**src/rtl/nes_multi_pad_reader.sv**
```systemverilog
// Polls NUM_PADS NES/SNES controllers in parallel over a shared latch/clock pair.
// Optional macro NES_PAD_DEBOUNCE_EN: a pad's buttons update only when two consecutive raw frames agree.
module nes_multi_pad_reader #(
  parameter int NUM_PADS    = 2,
  parameter int NUM_BITS    = 8,
  parameter int CLK_DIV     = 300,
  parameter int POLL_CYCLES = 800000
) (
  input  logic                         clk,
  input  logic                         reset,
  input  logic [NUM_PADS-1:0]          nesData,
  output logic                         nesLatch,
  output logic                         nesClk,
  output logic [NUM_PADS*NUM_BITS-1:0] buttons,
  output logic [NUM_PADS*NUM_BITS-1:0] pressed,
  output logic                         valid,
  output logic                         busy
);

  localparam int LATCH_LEN = 2 * CLK_DIV;
  localparam int CNT_MAX   = (POLL_CYCLES > LATCH_LEN) ? POLL_CYCLES : LATCH_LEN;
  localparam int CW        = $clog2(CNT_MAX + 1);
  localparam int BW        = $clog2(NUM_BITS + 1);
  localparam int FW        = NUM_PADS * NUM_BITS;

  localparam logic [CW-1:0] CNT_ONE   = CW'(1);
  localparam logic [CW-1:0] CNT_POLL  = CW'(POLL_CYCLES);
  localparam logic [CW-1:0] CNT_LATCH = CW'(LATCH_LEN);
  localparam logic [CW-1:0] CNT_HALF  = CW'(CLK_DIV);
  localparam logic [BW-1:0] BIT_ZERO  = {BW{1'b0}};
  localparam logic [BW-1:0] BIT_ONE   = BW'(1);
  localparam logic [BW-1:0] BIT_LAST  = BW'(NUM_BITS - 1);

  typedef enum logic [2:0] {IDLE, LATCH, CLK_LO, CLK_HI, DONE} state_t;

  state_t         state_r, state_s;
  logic [CW-1:0]  cnt_r, cnt_s;
  logic [BW-1:0]  bit_r, bit_s;
  logic           sample_s;
  logic [FW-1:0]  raw_r;
`ifdef NES_PAD_DEBOUNCE_EN
  logic [FW-1:0]  prev_raw_r;
`endif

  // Next-state, phase counter and sample strobe; cnt counts down to 1 in every timed state.
  always_comb begin
    state_s  = state_r;
    cnt_s    = cnt_r - CNT_ONE;
    bit_s    = bit_r;
    sample_s = 1'b0;
    case (state_r)
      IDLE: begin
        if (cnt_r == CNT_ONE) begin
          state_s = LATCH;
          cnt_s   = CNT_LATCH;
          bit_s   = BIT_ZERO;
        end else begin
          state_s = IDLE;
        end
      end
      LATCH: begin
        if (cnt_r == CNT_ONE) begin
          sample_s = 1'b1;
          bit_s    = bit_r + BIT_ONE;
          cnt_s    = CNT_HALF;
          state_s  = (NUM_BITS == 1) ? DONE : CLK_LO;
        end else begin
          state_s = LATCH;
        end
      end
      CLK_LO: begin
        if (cnt_r == CNT_ONE) begin
          state_s = CLK_HI;
          cnt_s   = CNT_HALF;
        end else begin
          state_s = CLK_LO;
        end
      end
      CLK_HI: begin
        if (cnt_r == CNT_ONE) begin
          sample_s = 1'b1;
          bit_s    = bit_r + BIT_ONE;
          cnt_s    = CNT_HALF;
          state_s  = (bit_r == BIT_LAST) ? DONE : CLK_LO;
        end else begin
          state_s = CLK_HI;
        end
      end
      DONE: begin
        state_s = IDLE;
        cnt_s   = CNT_POLL;
      end
      default: begin
        state_s = IDLE;
        cnt_s   = CNT_POLL;
        bit_s   = BIT_ZERO;
      end
    endcase
  end

  // FSM state register; pad outputs are decoded from the next state so they stay aligned with it.
  always_ff @(posedge clk) begin
    if (!reset) begin
      state_r  <= IDLE;
      cnt_r    <= CNT_POLL;
      bit_r    <= BIT_ZERO;
      nesLatch <= 1'b0;
      nesClk   <= 1'b1;
      busy     <= 1'b0;
      valid    <= 1'b0;
    end else begin
      state_r  <= state_s;
      cnt_r    <= cnt_s;
      bit_r    <= bit_s;
      nesLatch <= (state_s == LATCH);
      nesClk   <= (state_s != CLK_LO);
      busy     <= (state_s != IDLE);
      valid    <= (state_r == DONE);
    end
  end

  // Raw capture and frame commit; a partial frame never reaches buttons because commit needs DONE.
  always_ff @(posedge clk) begin
    if (!reset) begin
      raw_r   <= {FW{1'b0}};
      buttons <= {FW{1'b0}};
      pressed <= {FW{1'b0}};
`ifdef NES_PAD_DEBOUNCE_EN
      prev_raw_r <= {FW{1'b0}};
`endif
    end else begin
      for (int p = 0; p < NUM_PADS; p++) begin
        if (sample_s) begin
          raw_r[p*NUM_BITS + int'(bit_r)] <= ~nesData[p];
        end
      end
      if (state_r == DONE) begin
`ifdef NES_PAD_DEBOUNCE_EN
        for (int p = 0; p < NUM_PADS; p++) begin
          if (raw_r[p*NUM_BITS +: NUM_BITS] == prev_raw_r[p*NUM_BITS +: NUM_BITS]) begin
            buttons[p*NUM_BITS +: NUM_BITS] <= raw_r[p*NUM_BITS +: NUM_BITS];
            pressed[p*NUM_BITS +: NUM_BITS] <= raw_r[p*NUM_BITS +: NUM_BITS] &
                                               ~buttons[p*NUM_BITS +: NUM_BITS];
          end else begin
            pressed[p*NUM_BITS +: NUM_BITS] <= {NUM_BITS{1'b0}};
          end
        end
        prev_raw_r <= raw_r;
`else
        buttons <= raw_r;
        pressed <= raw_r & ~buttons;
`endif
      end
    end
  end

endmodule

```
**config.mk**
```make
export PLATFORM = sky130hd
export DESIGN_NAME = nes_multi_pad_reader
export DESIGN_NICKNAME = d
export VERILOG_FILES = /design/src/rtl/nes_multi_pad_reader.sv
export SDC_FILE = /design/constraint.sdc
export NUM_CORES = 1
export LEC_CHECK = 0
export CAP_MARGIN = 10
export CELL_PAD_IN_SITES_DETAIL_PLACEMENT = 2
export CELL_PAD_IN_SITES_GLOBAL_PLACEMENT = 2
export CORE_UTILIZATION = 38
export DETAILED_ROUTE_END_ITERATION = 12
export HOLD_SLACK_MARGIN = 0.12
export PLACE_DENSITY = 0.82
export SETUP_SLACK_MARGIN = 0.15
export SLEW_MARGIN = 10
export SYNTH_ARGS = -nofsm -noshare
export SYNTH_HDL_FRONTEND = slang
export SYNTH_SLANG_ARGS = --single-unit
```
**constraint.sdc**
```tcl
create_clock -name clk -period 3.8 [get_ports clk]
set_clock_uncertainty 0.2 [all_clocks]
set_input_delay 0.76 -clock clk [delete_from_list [all_inputs] [get_ports clk]]
set_output_delay 0.76 -clock clk [all_outputs]
set_load 0.02 [all_outputs]
```
== Word-level counts from Yosys, hierarchy flattened ==
Cells that the tools add are included.

* Input port bits: 4
* Register bits: 79
* Word-level logic and storage cells: 63
* Output and inout port bits: 36

* Reduce and logical (&&, ||, !) cells: 8
* $lt $le $gt $ge: 4
* Bitwise logic cells: 5
* Muxes and demuxes: 23
* Equal/unequal tests: 10
* Add/sub/neg operators: 3

{| class="wikitable"
|+ Operators with widths
! operator !! count
|-
| 16-bit 2-to-1 mux || 3
|-
| 20-bit 2-to-1 mux || 2
|-
| 20-bit case mux with 2 select lines || 1
|-
| 16-bit bitwise mux || 2
|-
| 20-bit by 1-bit == test with 1-bit output (second input constant) || 1
|-
| 20-bit by 1-bit subtractor with 20-bit output (second input constant) || 1
|-
| 16-bit AND || 1
|-
| 16-bit NOT || 1
|-
| 3-bit case mux with 4 select lines || 1
|-
| 4-bit case mux with 3 select lines || 1
|-
| 1-bit demux with 4-bit select || 2
|-
| 4-bit 2-to-1 mux || 2
|-
| 3-bit by 1-bit == test with 1-bit output (second input constant) || 2
|-
| 3-bit by 2-bit == test with 1-bit output (second input constant) || 2
|-
| 1-bit 2-to-1 mux || 6
|-
| 3-bit 2-to-1 mux || 2
|-
| 4-bit by 4-bit adder with 5-bit output (first input constant) || 1
|-
| 5-bit by 1-bit greater-or-equal comparator with 1-bit output (second input constant) || 1
|-
| 4-bit by 5-bit < comparator with 1-bit output (second input constant) || 1
|-
| 5-bit < comparator (second input constant) || 1
|-
| 4-bit by 1-bit adder with 4-bit output (second input constant) || 1
|-
| 4-bit by 3-bit == test with 1-bit output (second input constant) || 1
|-
| 4-bit by 1-bit greater-or-equal comparator with 1-bit output (second input constant) || 1
|-
| 2-bit OR reduction || 2
|-
| other kinds (11) || 14
|}

== Logic depth before layout (Yosys ltp) ==
* Depth after elaboration: 9
* Gate-level depth with buffers: 7
* Gate-level depth less buffers: 6

== Worst setup path after synthesis ==
No wires, ideal clock.

* Kind: reg2reg
* From: reg cnt_r[0]
* To: reg cnt_r[18]
* Stages on the path, launching flop included: 7
* Setup time: 0.122 ns
* Setup slack: 1.822 ns
* Buffers on the path: 1
* Arrival: 1.656 ns
* Data required time: 3.478 ns
* Clock period less this slack: 1.978 ns
* Cell sequence: dfxtp_1 ha_1 nor4b_4 and4_2 buf_2 nand2_2 a311o_1

* Word-level cells in the longest chain between the ends: 3
* Elaborated cells between the ends (all ways): 5
* Classes of those cells: add/sub: 1; eq/ne: 1; mux: 3

{| class="wikitable"
|+ RTL lines
! element !! line !! RTL
|-
| start, declared || 37 || <nowiki>logic [CW-1:0] cnt_r, cnt_s;</nowiki>
|-
| start signal, assigned || 113 || <nowiki>cnt_r <= cnt_s;</nowiki>
|-
| 20-bit by 1-bit subtractor with 20-bit output / 20-bit by 1-bit == test with 1-bit output (equally long branches) || -- ||
|-
| 20-bit 2-to-1 mux, on equally long branches || -- ||
|-
| 20-bit case mux with 2 select lines (*) || 51 || <nowiki>case (state_r)</nowiki>
|}

Every way passes the cells marked *; elsewhere a longest branch is shown, timed or not.
A chain may end at the register's enable or synchronous reset.

== Worst setup path after layout ==
* From: reg cnt_r[3]
* To: reg raw_r[4]

* Word-level cells in the longest chain between the ends: 7

{| class="wikitable"
|+ RTL lines
! element !! line !! RTL
|-
| 20-bit by 1-bit == test with 1-bit output (*) || 62, 80 ||
|-
| 1-bit 2-to-1 mux (*) || 62, 80 ||
|-
| 1-bit 2-to-1 mux (*) || -- ||
|-
| 16-bit 2-to-1 mux || 133 || <nowiki>if (sample_s) begin</nowiki>
|-
| 16-bit 2-to-1 mux || 124 || <nowiki>if (!reset) begin</nowiki>
|-
| 16-bit bitwise mux || 134 || <nowiki>raw_r[p*NUM_BITS + int'(bit_r)] <= ~nesData[p];</nowiki>
|-
| 16-bit 2-to-1 mux (*) || 133 ||
|-
| end signal, assigned || 125 || <nowiki>raw_r <= {FW{1'b0}};</nowiki>
|-
| end signal, assigned by index || 134 ||
|-
| end, declared || 40 || <nowiki>logic [FW-1:0] raw_r;</nowiki>
|}

Every way passes the cells marked *; elsewhere a longest branch is shown, timed or not. The select of a mux whose other input is x is not followed.

==> run metrics <==
Max Clk Rate ~0.38 GHz; Mapped Cells 417; Main synth FF type dfxtp_1; setup violators final 0; GRT Max-Usage Layer met2; post-synthesis compound-gate area fraction 0.152; CP endpoint kind flip-flop; CP required between 3000 and 4000 ps; Area Overhead vs Synth 17.1%; io pins 40; peak supply drop 0.000187 V; vias in the first global route 3,359; Final Critical Period 2610 ps; pin count of the biggest net entering global routing 57; Initial Util 0.390; Hold WC Path Type flip-flop to flip-flop; # DRC 0; post-synthesis sequential area ratio 0.417; xor/xnor share of the synthesized area 0.0277; Post-Synth Simple-Gate Area 0.292; total gr overflow 0; Critical Path Max Stage Delay between 600 and 700 ps; full die area slightly above 10,000 um^2; critical path, cell by cell nor4_4, buf_4, nand2_1, nor4_1, mux2i_1; Fillers 1,091; Num CTS Buffers 9; num rows 36; Pwr Total 0.00183 W; post_cts resized 0; Crit Path Category flip-flop to flip-flop; fin. max-slew vios 0; CTS tree yes; Sink Count 79; multiplexer share of the synthesized area 0.0475; number of flops mapped to enable cells by yosys 0; Max Cap Viol 0; Die Wd slightly above 100 um; yosys warns 0; Worst-path clk slew 90 ps; clk buf depth 2; clk_lat worst skew 360 ps; Layout Nets 454; core box area 9730 um^2; top cells by count, synth dfxtp_1, nand2_1, a21boi_0; RSZ-0062 raised after global routing false; met3 Use GR 0.0417; Inserted Diodes 0; syn_nets 427; initial antenna violation count 0; Synth Area in Adders 0.0198; startpoint type of the worst setup path flip-flop; HPWL Detailed approximately 7300 um; # port buffers 39; final setup TNS 0 ps; Slew @ Worst Pin around 850 ps; ANT nets after route 0; Vias/cell 5.46; die height 102 um; Cell variety after synth between 50 and 60; most frequent cell after synthesis dfxtp_1; Async SR Flop Fraction 0; Synth Register Bits about 80; # hold bufs at CTS 0; root buffer selected by CTS clkbuf_8; Final Hold Viols 0; critical path fanouts, max 22; WL/cell 18.4 um; Global Route met1 Usage 0.287; CP Data Arrival Time 2700 ps; gpl congestion around 0.77; H-Tree Depth 3; status finished, final reports clean; first-pass GRT wire length ~17,000 um; Mapped Area 3790 um^2; Worst path slowest cell nor4_1; GRT Total Usage 0.219; power density cells 412 nW/um^2; drt pass-1 iters 4; largest area contributor in the netlist dfxtp_1; leakage 1.34 nW; final WL approximately 11,000 um; max_slew headroom 0.430; Synth top area share 0.417; layout cell share with drive strength beyond 1 0.0935; initial DRC count 64; Syn Area/Cell 9.10 um^2; main combinational cell family by area after synthesis simple AND/OR/NAND/NOR gates; Via Count 3,180; met2 usage in global routing 0.372; post-CTS setup repair buffer count 0; Tcrit/Tclk final 0.688; top post-synthesis cells by area dfxtp_1, nand2_1, a21boi_0
## cell families (layout without fill, tap and decap cells)
family,Yosys count,count (layout)
and+or+nand+nor,188,188
AOI/OAI and AO/OA,81,81
DFF,79,79
buffers and inverters,33,65
muxes,18,18
xor gates and xnor gates,12,12
adders and majority gates,6,6
## worst paths after layout
check / start / to / slack [ps] / cells after the start
setup / recovery: cnt_r[3]$_SDFF_PN0_ / raw_r[4]$_SDFF_PN0_ / 1190 / 5
hold / removal: pressed[13]$_SDFFE_PN0P_ / pressed[13]$_SDFFE_PN0P_ / 270 / 2
setup reg to reg: cnt_r[3]$_SDFF_PN0_ / raw_r[4]$_SDFF_PN0_ / 1190 / 5
hold reg to reg: pressed[13]$_SDFFE_PN0P_ / pressed[13]$_SDFFE_PN0P_ / 270 / 2
## where the power goes
group	total (W)	internal [W]	switching [W]
Sequential	0.000899	0.000852	0.0000471
Combinational	0.000250	0.0000826	0.000168
Clock	0.000681	0.000332	0.000349
Total	0.00183	0.00127	0.000563
## state kept, by name, summed over array words and instances (netlist names)
name,count
cnt_r,20
buttons,16
pressed,16
raw_r,16
bit_r,4
state_r,3
busy,1
nesClk,1
nesLatch,1
valid,1
## stage by stage
| stage | setup WS (ps) | hold slack [ps] | utilization | area (um^2) | std cells |
|---|---|---|---|---|---|
| after floorplan | 1820 | 248 | - | 3790 | 417 |
| after global placement | 1400 | 253 | 0.435 | 4230 | 566 |
| after detailed placement | 1270 | 261 | 0.435 | 4230 | 566 |
| after CTS | 1200 | 274 | 0.457 | 4440 | 582 |
| after global routing | 1020 | 299 | 0.457 | 4440 | 582 |
| final | 1190 | 269 | 0.457 | 4440 | 582 |
## placed cells by master (no fill, tap or decap), types with 3 or more instances in the layout
cell type | netlist | routed
o21ai_0 | 6 | 6
mux2i_1 | 18 | 18
inv_1 | 6 | 6
nor3_1 | 12 | 12
nand3b_1 | 21 | 21
ha_1 | 6 | 6
nor4_2 | 3 | 3
nand4_1 | 4 | 4
clkbuf_8 | 0 | 10
or3_1 | 3 | 3
or4_1 | 5 | 5
nor4_1 | 5 | 5
clkdlybuf4s50_1 | 0 | 38
nand3_1 | 12 | 12
a21oi_1 | 17 | 17
nor4_4 | 3 | 3
o2111ai_1 | 3 | 3
xnor2_1 | 5 | 5
nor2_1 | 16 | 16
o31ai_1 | 8 | 8
nand2_1 | 74 | 74
nor2b_1 | 5 | 5
buf_4 | 0 | 4
dfxtp_1 | 79 | 79
xor2_1 | 7 | 7
nand2b_1 | 6 | 6
a21boi_0 | 32 | 32
## area by class of cell
type                       instances  area [um^2]  share of cell area
clock buffer                      10          138              0.0310
clock inverter                     6         75.1              0.0169
multi-input combinational        305         2040               0.460
inverter                           6         22.5             0.00507
timing repair buffer              43          415              0.0935
sequential                        79         1580               0.356
tap                              133          166              0.0375
## worst max-delay path, delay by kind of cell, from the launching register on
kind / cells / cell delay (ps)
AND/OR/NAND/NOR: 3 / 1490
flip-flops: 1 / 380
buffers and inverters: 1 / 240
multiplexers: 1 / 240
## routing by layer
metal	vias up	routed length [um]	part of all wire
li1	1538	-	-
met1	1602	4950	0.46
met2	31	5340	0.50
met3	9	293	0.027
met4	0	99	0.0093
met5	-	0	0
Power figures use the tool's default switching activity.
